==> src/rtl/hazard_stall_ctrl.sv <==
// Stall/flush controller for the 5-stage pipeline: load-use, branch-operand and HI/LO hazards,
// plus the mult/div busy sequencer. Define HAZ_PERF_CNT_EN to add the stall_cycles counter.
module hazard_stall_ctrl #(
   parameter int unsigned MULT_CYCLES = 5,
   parameter int unsigned DIV_CYCLES  = 10
) (
   input  logic        clk,
   input  logic        reset,
   input  logic [31:0] instr_d,
   input  logic [31:0] instr_e,
   input  logic [31:0] instr_m,
   output logic        stall_pc,
   output logic        stall_fd,
   output logic        flush_de,
   output logic        md_start,
   output logic        md_busy,
   output logic [3:0]  md_count
`ifdef HAZ_PERF_CNT_EN
   ,
   output logic [31:0] stall_cycles
`endif
);

   localparam logic [3:0] MultLoad = 4'(MULT_CYCLES);
   localparam logic [3:0] DivLoad  = 4'(DIV_CYCLES);

   typedef enum logic {StIdle, StBusy} state_e;

   state_e     state_q, state_d;
   logic [3:0] count_q, count_d;

   logic [5:0] op_d, fn_d, op_e, fn_e, op_m;
   logic [4:0] rs_d, rt_d, rt_e, rd_e, rt_m;

   logic       e_is_load, e_md_issue, e_r_write, e_i_write;
   logic [4:0] dest_e, m_load_rt;
   logic       d_branch, d_jr, d_md_use;
   logic       br_rs, br_rt;
   logic       lu_haz, br_haz, md_haz, stall;

   assign op_d = instr_d[31:26];
   assign fn_d = instr_d[5:0];
   assign rs_d = instr_d[25:21];
   assign rt_d = instr_d[20:16];
   assign op_e = instr_e[31:26];
   assign fn_e = instr_e[5:0];
   assign rt_e = instr_e[20:16];
   assign rd_e = instr_e[15:11];
   assign op_m = instr_m[31:26];
   assign rt_m = instr_m[20:16];

   always_comb begin
      e_is_load  = (op_e == 6'h23);
      e_md_issue = (op_e == 6'h00) && (fn_e[5:2] == 4'b0110);
      // jr and mult/div write no GPR even though they are R-type
      e_r_write  = (op_e == 6'h00) && (fn_e != 6'h08) && !e_md_issue;
      e_i_write  = e_is_load || (op_e[5:3] == 3'b001);
      dest_e     = e_r_write ? rd_e : (e_i_write ? rt_e : 5'd0);
      m_load_rt  = (op_m == 6'h23) ? rt_m : 5'd0;

      d_branch   = (op_d == 6'h04) || (op_d == 6'h05);
      d_jr       = (op_d == 6'h00) && (fn_d == 6'h08);
      d_md_use   = (op_d == 6'h00) && ((fn_d[5:2] == 4'b0100) || (fn_d[5:2] == 4'b0110));

      lu_haz     = e_is_load && (rt_e != 5'd0) && ((rt_e == rs_d) || (rt_e == rt_d));
      br_rs      = ((dest_e != 5'd0) && (dest_e == rs_d)) ||
                   ((m_load_rt != 5'd0) && (m_load_rt == rs_d));
      br_rt      = ((dest_e != 5'd0) && (dest_e == rt_d)) ||
                   ((m_load_rt != 5'd0) && (m_load_rt == rt_d));
      br_haz     = (d_branch && (br_rs || br_rt)) || (d_jr && br_rs);
      md_haz     = d_md_use && (e_md_issue || (state_q == StBusy));
      stall      = lu_haz || br_haz || md_haz;
   end

   assign stall_pc = stall;
   assign stall_fd = stall;
   assign flush_de = stall;
   assign md_start = e_md_issue;
   assign md_busy  = (state_q == StBusy);
   assign md_count = count_q;

   // A second issue while busy cannot happen in a correctly stalled pipeline; it is ignored.
   always_comb begin
      state_d = state_q;
      count_d = count_q;
      unique case (state_q)
         StIdle: begin
            if (e_md_issue) begin
               state_d = StBusy;
               count_d = fn_e[1] ? DivLoad : MultLoad;
            end
         end
         StBusy: begin
            count_d = count_q - 4'd1;
            if (count_q == 4'd1) begin
               state_d = StIdle;
            end
         end
         default: begin
            state_d = StIdle;
            count_d = 4'd0;
         end
      endcase
   end

   always_ff @(posedge clk) begin
      if (reset) begin
         state_q <= StIdle;
         count_q <= 4'd0;
      end else begin
         state_q <= state_d;
         count_q <= count_d;
      end
   end

`ifdef HAZ_PERF_CNT_EN
   logic [31:0] stall_cycles_q, stall_cycles_d;

   always_comb begin
      stall_cycles_d = stall_cycles_q;
      if (stall) begin
         stall_cycles_d = stall_cycles_q + 32'd1;
      end
   end

   always_ff @(posedge clk) begin
      if (reset) begin
         stall_cycles_q <= 32'd0;
      end else begin
         stall_cycles_q <= stall_cycles_d;
      end
   end

   assign stall_cycles = stall_cycles_q;
`endif

endmodule

==> config.mk <==
export PLATFORM = sky130hd
export DESIGN_NAME = hazard_stall_ctrl
export DESIGN_NICKNAME = d
export VERILOG_FILES = /design/src/rtl/hazard_stall_ctrl.sv
export SDC_FILE = /design/constraint.sdc
export NUM_CORES = 1
export LEC_CHECK = 0
export CAP_MARGIN = 0
export CORE_ASPECT_RATIO = 0.5
export CORE_MARGIN = 10
export CORE_UTILIZATION = 28
export CTS_BUF_LIST = sky130_fd_sc_hd__clkbuf_8
export DETAILED_ROUTE_END_ITERATION = 10
export PLACE_DENSITY = 0.8
export SYNTH_ARGS = -nofsm -noshare
export SYNTH_HDL_FRONTEND = slang
export SYNTH_SLANG_ARGS = --single-unit
export TNS_END_PERCENT = 20
==> constraint.sdc <==
create_clock -name clk -period 2.3 [get_ports clk]
set_input_delay 0.23 -clock clk [delete_from_list [all_inputs] [get_ports clk]]
set_output_delay 0.23 -clock clk [all_outputs]
set_load 0.02 [all_outputs]
* Yosys cells after proc, flatten, opt, wreduce, memory -nomap -nowiden
Index checks and enable logic that the tools add are counted.
** Storage, ports and cells
- Output and inout port bits :: 9
- Flip-flop bits (word level) :: 5
- Bits of input ports :: 98
- Word-level logic and storage cells :: 62
** Operators by class
- Mux-type cells :: 9
- Bitwise logic cells :: 1
- Reductions and logical operators :: 31
- Equal/unequal tests :: 18
- $add $sub $neg :: 1
** Operator list (number)
- == test 5 bit :: 6
- two-way mux 5 bit :: 3
- nonzero test 5 bit :: 3
- logical AND 1 bit :: 14
- == test 4 x 3 -> 1 bit (second input constant) :: 3
- == test 6 x 3 -> 1 bit (second input constant) :: 2
- == test 6 bit (second input constant) :: 2
- logical NOT 6 bit :: 2
- logical OR 1 bit :: 11
- two-way mux 4 bit :: 2
- one-hot mux 4 bit (2 select lines) :: 1
- == test 6 x 4 -> 1 bit (second input constant) :: 1
- inequality test 6 x 4 -> 1 bit (second input constant) :: 1
- == test 4 x 1 -> 1 bit (second input constant) :: 1
- subtractor 4 x 1 -> 4 bit (second input constant) :: 1
- == test 3 x 1 -> 1 bit (second input constant) :: 1
- two-way mux 1 bit :: 2
- inequality test 2 bit (second input constant) :: 1
- one-hot mux 1 bit (2 select lines) :: 1
- logical NOT 1 bit :: 1
- inverter 1 bit :: 1

* Logic depth before layout (Yosys ltp)
- Depth in word-level cells :: 13
- Mapped depth :: 7
- Gate-level depth less buffers :: 6

* Worst setup path before layout
Ideal clock, no wire load.
- Kind :: in2out
- From :: input instr_e[28]
- To :: output stall_fd
- Path slack :: -266 ps
- Stages on the path :: 7
- Arrival time :: 2336 ps
- Data required time :: 2070 ps
- Buffers on the path :: 1
- Path through :: or3_4 -> nor4b_4 -> nor2_2 -> or4b_1 -> o2111ai_1 -> a221o_1 -> buf_4
** On the way
- Cells in the longest elaborated chain, start to end :: 13
** Ends and longest elaborated chain
- start: declaration :: RTL line 10 : input logic [31:0] instr_e,
- logical NOT 6 bit (*) :: RTL line 54 : e_md_issue = (op_e == 6'h00) && (fn_e[5:2] == 4'b0110);
- logical AND 1 bit (*) :: RTL line 54
- named net md_start :: RTL line 15 : output logic md_start,
- logical NOT 1 bit :: RTL line 56 : e_r_write = (op_e == 6'h00) && (fn_e != 6'h08) && !e_md_issue;
- logical AND 1 bit :: RTL line 56
- two-way mux 5 bit :: RTL line 58 : dest_e = e_r_write ? rd_e : (e_i_write ? rt_e : 5'd0);
- == test 5 bit (tied with other cells) :: RTL line 66 : br_rs = ((dest_e != 5'd0) && (dest_e == rs_d)) ||
- logical AND 1 bit (on tied branches) :: RTL line 66, 68
- logical OR 1 bit (on tied branches) :: RTL line 66, 68
- logical OR 1 bit :: RTL line 70 : br_haz = (d_branch && (br_rs || br_rt)) || (d_jr && br_rs);
- logical AND 1 bit :: RTL line 70
- logical OR 1 bit :: RTL line 70
- logical OR 1 bit :: RTL line 72 : stall = lu_haz || br_haz || md_haz;
- logical OR 1 bit (*) :: RTL line 72
- end: declaration :: RTL line 13 : output logic stall_fd,
Mark *: on every way through the listed nets, which the timed path passes. The rest lies on a longest branch.

* Worst setup path after layout
- From :: input instr_e[26]
- To :: output flush_de
** On the way
- Cells in the longest elaborated chain, start to end :: 13
** Ends and longest elaborated chain
- logical NOT 6 bit :: RTL line 54, 56
- logical AND 1 bit :: RTL line 54
- logical NOT 1 bit :: RTL line 56
- logical AND 1 bit :: RTL line 56
- two-way mux 5 bit :: RTL line 58
- == test 5 bit (tied with other cells) :: RTL line 66
- logical AND 1 bit (on tied branches) :: RTL line 66, 68
- logical OR 1 bit (on tied branches) :: RTL line 66, 68
- logical OR 1 bit :: RTL line 70
- logical AND 1 bit :: RTL line 70
- logical OR 1 bit :: RTL line 70
- logical OR 1 bit :: RTL line 72
- logical OR 1 bit (*) :: RTL line 72
- end: declaration :: RTL line 14 : output logic flush_de,
Every way passes the cells marked *; elsewhere a longest branch is shown, timed or not.

==> summary.md <==
| Metric | Value |
|---|---|
| RSZ-0062 raised after global routing | true |
| Ant. Diodes | 0 |
| Clk sinks | 5 |
| Via-to-Cell Ratio | 5.21 |
| Status | complete, but fails checks |
| Final Hold Fails | 0 |
| Synth top area cells | xnor2_1 (15%), dfxtp_1 (9.3%), nor4bb_1 (5.6%) |
| R2R cell count | 5 |
| I/O Buffers | 65 |
| Ys async rst share | 0% |
| Die height | 63.8 um |
| Maximum vdd ir drop | 110 uV |
| Largest net degree at the start of global routing | 13 |
| Worst-Skew Late Latency | 0.22 ns |
| Core ar. | 3570 sq um |
| CTS buffer count | 3 |
| Fin nets | 357 |
| Reg2reg start | md_count[0] |
| Post-synth EDFFs | 0 |
| Die Width | 108 um |
| Register area share after synthesis | 9.30% |
| Fraction of layout cells with a size suffix above 1 | 30.5% |
| Dpl cell area | 2040 sq um |
| Commonest non-fill, non-tap cell in the layout | clkdlybuf4s50_1 |
| Largest area contributor in the netlist | xnor2_1 |
| Post-synth top flop | dfxtp_1 |
| P_leak | 0.875 nW |
| Crit start category | input pin |
| CTS max path bufs | 2 |
| Final-report setup violation count | 3 |
| Most frequent cells in the layout | clkdlybuf4s50_1 (45), buf_4 (39), xnor2_1 (18) |
| HP Start | md_count[2] |
| Worst setup EP type | output port |
| Yosys top cell area share | 14.7% |
| H-Tree Depth | 1 |
| Final period util | 106% |
| Yosys cell types | 43 |
| Slowest CP cell | or3_4 |
| Dpl ws | -1.05 ns |
| Failing checks | setup timing |
| Vias in the first global route | 1,704 |
| First-pass DRT Iterations | 4 |
| Clock skew | 0.00233 ns |
| Initial Util | 30.2% |
| Residual DRC | 0 |
| FF+latch count, synth | 5 |
| Hold Slack | 0.529 ns |
| Final worst slack | -0.149 ns |
| CP Class | in -> out |
| Syn. warnings | 0 |
| Worst Tran Pin Value | 0.307 ns |
| Total Power | 0.000525 W |
| Root Driver | clkbuf_8 |
| Clock slew seen by the registers of the worst setup and hold paths | 0.04 ns |
| Worst path depth | 9 |
| CP Data Required Time | 2.07 ns |
| DP Wirelength | 3920 um |
| Cell Area, Synth | 1080 sq um |
| Relative slew slack | 79.5% |
| Buf/Inv on CP | 3 |
| Fin util | 62.2% |
| Register-to-register setup slack | 1.19 ns |
| Pwr dens | 237 nW/um^2 |
| Avg Inst Size Synth | 7.32 sq um |
| Largest driver fanout on the critical path | 4 |
| Post-Route WL | 4910 um |
| Max Freq | 0.408 GHz |
| Hold EP | md_count[2] |
| Die Area | 6870 sq um |
| Max Transition Viols Final | 0 |
| GPL Wtd Cong | 0.843 |
| Cts hold-fix bufs | 0 |
| Remaining global-route overflow | 0 |
| Max stage delay on crit path | 0.40 ns |
| Via count | 1,601 |
| Row cnt | 15 |
| Area Growth Syn to Fin | 106% |
| All-Layer GR Usage | 13.4% |
| Post-synthesis cell count | 147 |
| Max_cap viols | 0 |
| Syn_nets | 247 |
| Worst hold path type | reg -> reg |
| Routed Antenna Nets | 0 |
| RR Endpoint | md_count[2] |
| Top delay family on crit path | compound AO/OA/AOI/OAI gates |
| CP dominant cell by count | buf_6 |
| Post-DR wirelength/cell | 16.0 um |
| IO Pins | 107 |
| CTS tree | done |
| Iter 0 DRT Violations | 121 |
| Hold Path Stages | 2 |
| Final Cell Area | 2220 sq um |
| Critical-path cell list | buf_6 > or3_4 > a211oi_4 > buf_4 > a22o_4 > xnor2_1 > and4_1 > a221o_2 > buf_6 |
| First-pass GRT wire length | 7870 um |
| Crit path arrival time | 2.22 ns |
| Crit path time final | 2.45 ns |
| Initial antenna violation count | 0 |
worst register-to-register path, delay by kind of cell (launching register included):
kind / cells / cell delay, ns
AOI/OAI and AO/OA: 2 / 0.22
DFF: 1 / 0.42
and+or+nand+nor: 1 / 0.11
buffers and inverters: 1 / 0.08
adders and majority gates: 1 / 0.22
cell type report:
type                            instances  area, sq um
Fill cell                             309         1350
Multi-Input combinational cell        134         1030
Timing Repair Buffer                  108          957
Sequential cell                         5          100
Tap cell                               51         63.8
Clock buffer                            3         41.3
Inverter                                5         18.8
Clock inverter                          1         3.75
flip-flops by register name (all words and copies together), names as in the netlist:
name      cells
md_busy       1
md_count      4
cells by family (layout without fill, tap and decap cells):
kind of cell	Yosys count	in the layout	share of synthesized area, %
AND/OR/NAND/NOR	67	67	39.1
AO/OA/AOI/OAI	42	42	27.0
XOR/XNOR	22	22	17.9
buffers and inverters	8	117	3.49
flip-flops	5	5	9.30
adder cells (fa/ha/maj)	2	2	2.33
multiplexers	1	1	0.930
what timing repair did:
action | 4_1_cts | 5_1_grt
cloned | 0 | 0
setup endpoints to repair | 4 | 3
resized for setup | 79 | 8
pin swaps | 23 | 9
endpoints found under the hold margin | 0 | 0
buffers inserted | 9 | 0
per-stage QoR:
| step | std cells | TNS, ns |
|---|---|---|
| 2_1_floorplan | 147 | -0.412 |
| 3_3_place_gp | 295 | -2.73 |
| 4_1_cts | 307 | -0.378 |
| 5_1_grt | 307 | -0.625 |
| 6_report | 307 | -0.448 |
| 3_5_place_dp | 295 | -3.32 |
synthesized netlist by cell type, drive strengths merged, types with 3 or more instances:
cell type / number
or3: 3
xnor2: 18
nor4bb: 6
dfxtp: 5
a22o: 5
nor4b: 3
or2: 4
xor2: 4
nand3: 3
nor2: 14
o31ai: 4
o21ai: 9
nor3: 5
a21oi: 5
a211oi: 5
inv: 5
a31oi: 6
or4b: 3
nand2: 12
nor3b: 4
power by group:
part           internal (W)  leakage (nW)  switching (W)
clock              0.000115        0.0269      0.0000462
combinational      0.000170         0.808       0.000107
sequential        0.0000874        0.0403    0.000000184
worst max-delay path by stage:
stage                      startpoint       end  slack (ns)
final                     instr_e[26]  flush_de       -0.15
after floorplan           instr_e[28]  stall_fd       -0.18
after detailed placement  instr_e[27]  stall_fd       -1.05
after CTS                 instr_e[31]  stall_fd       -0.13
after global placement    instr_m[29]  flush_de       -0.87
after global routing       instr_e[3]  stall_fd       -0.21
layer usage:
metal	GRT usage [%]	up-vias	part of all wire, %
li1	-	778	-
met1	14.0	753	40
met2	26.4	56	53
met3	1.30	14	4.1
met4	5.96	0	2.9
met5	0	-	0
Note: power is estimated with default switching activity, not from simulation.
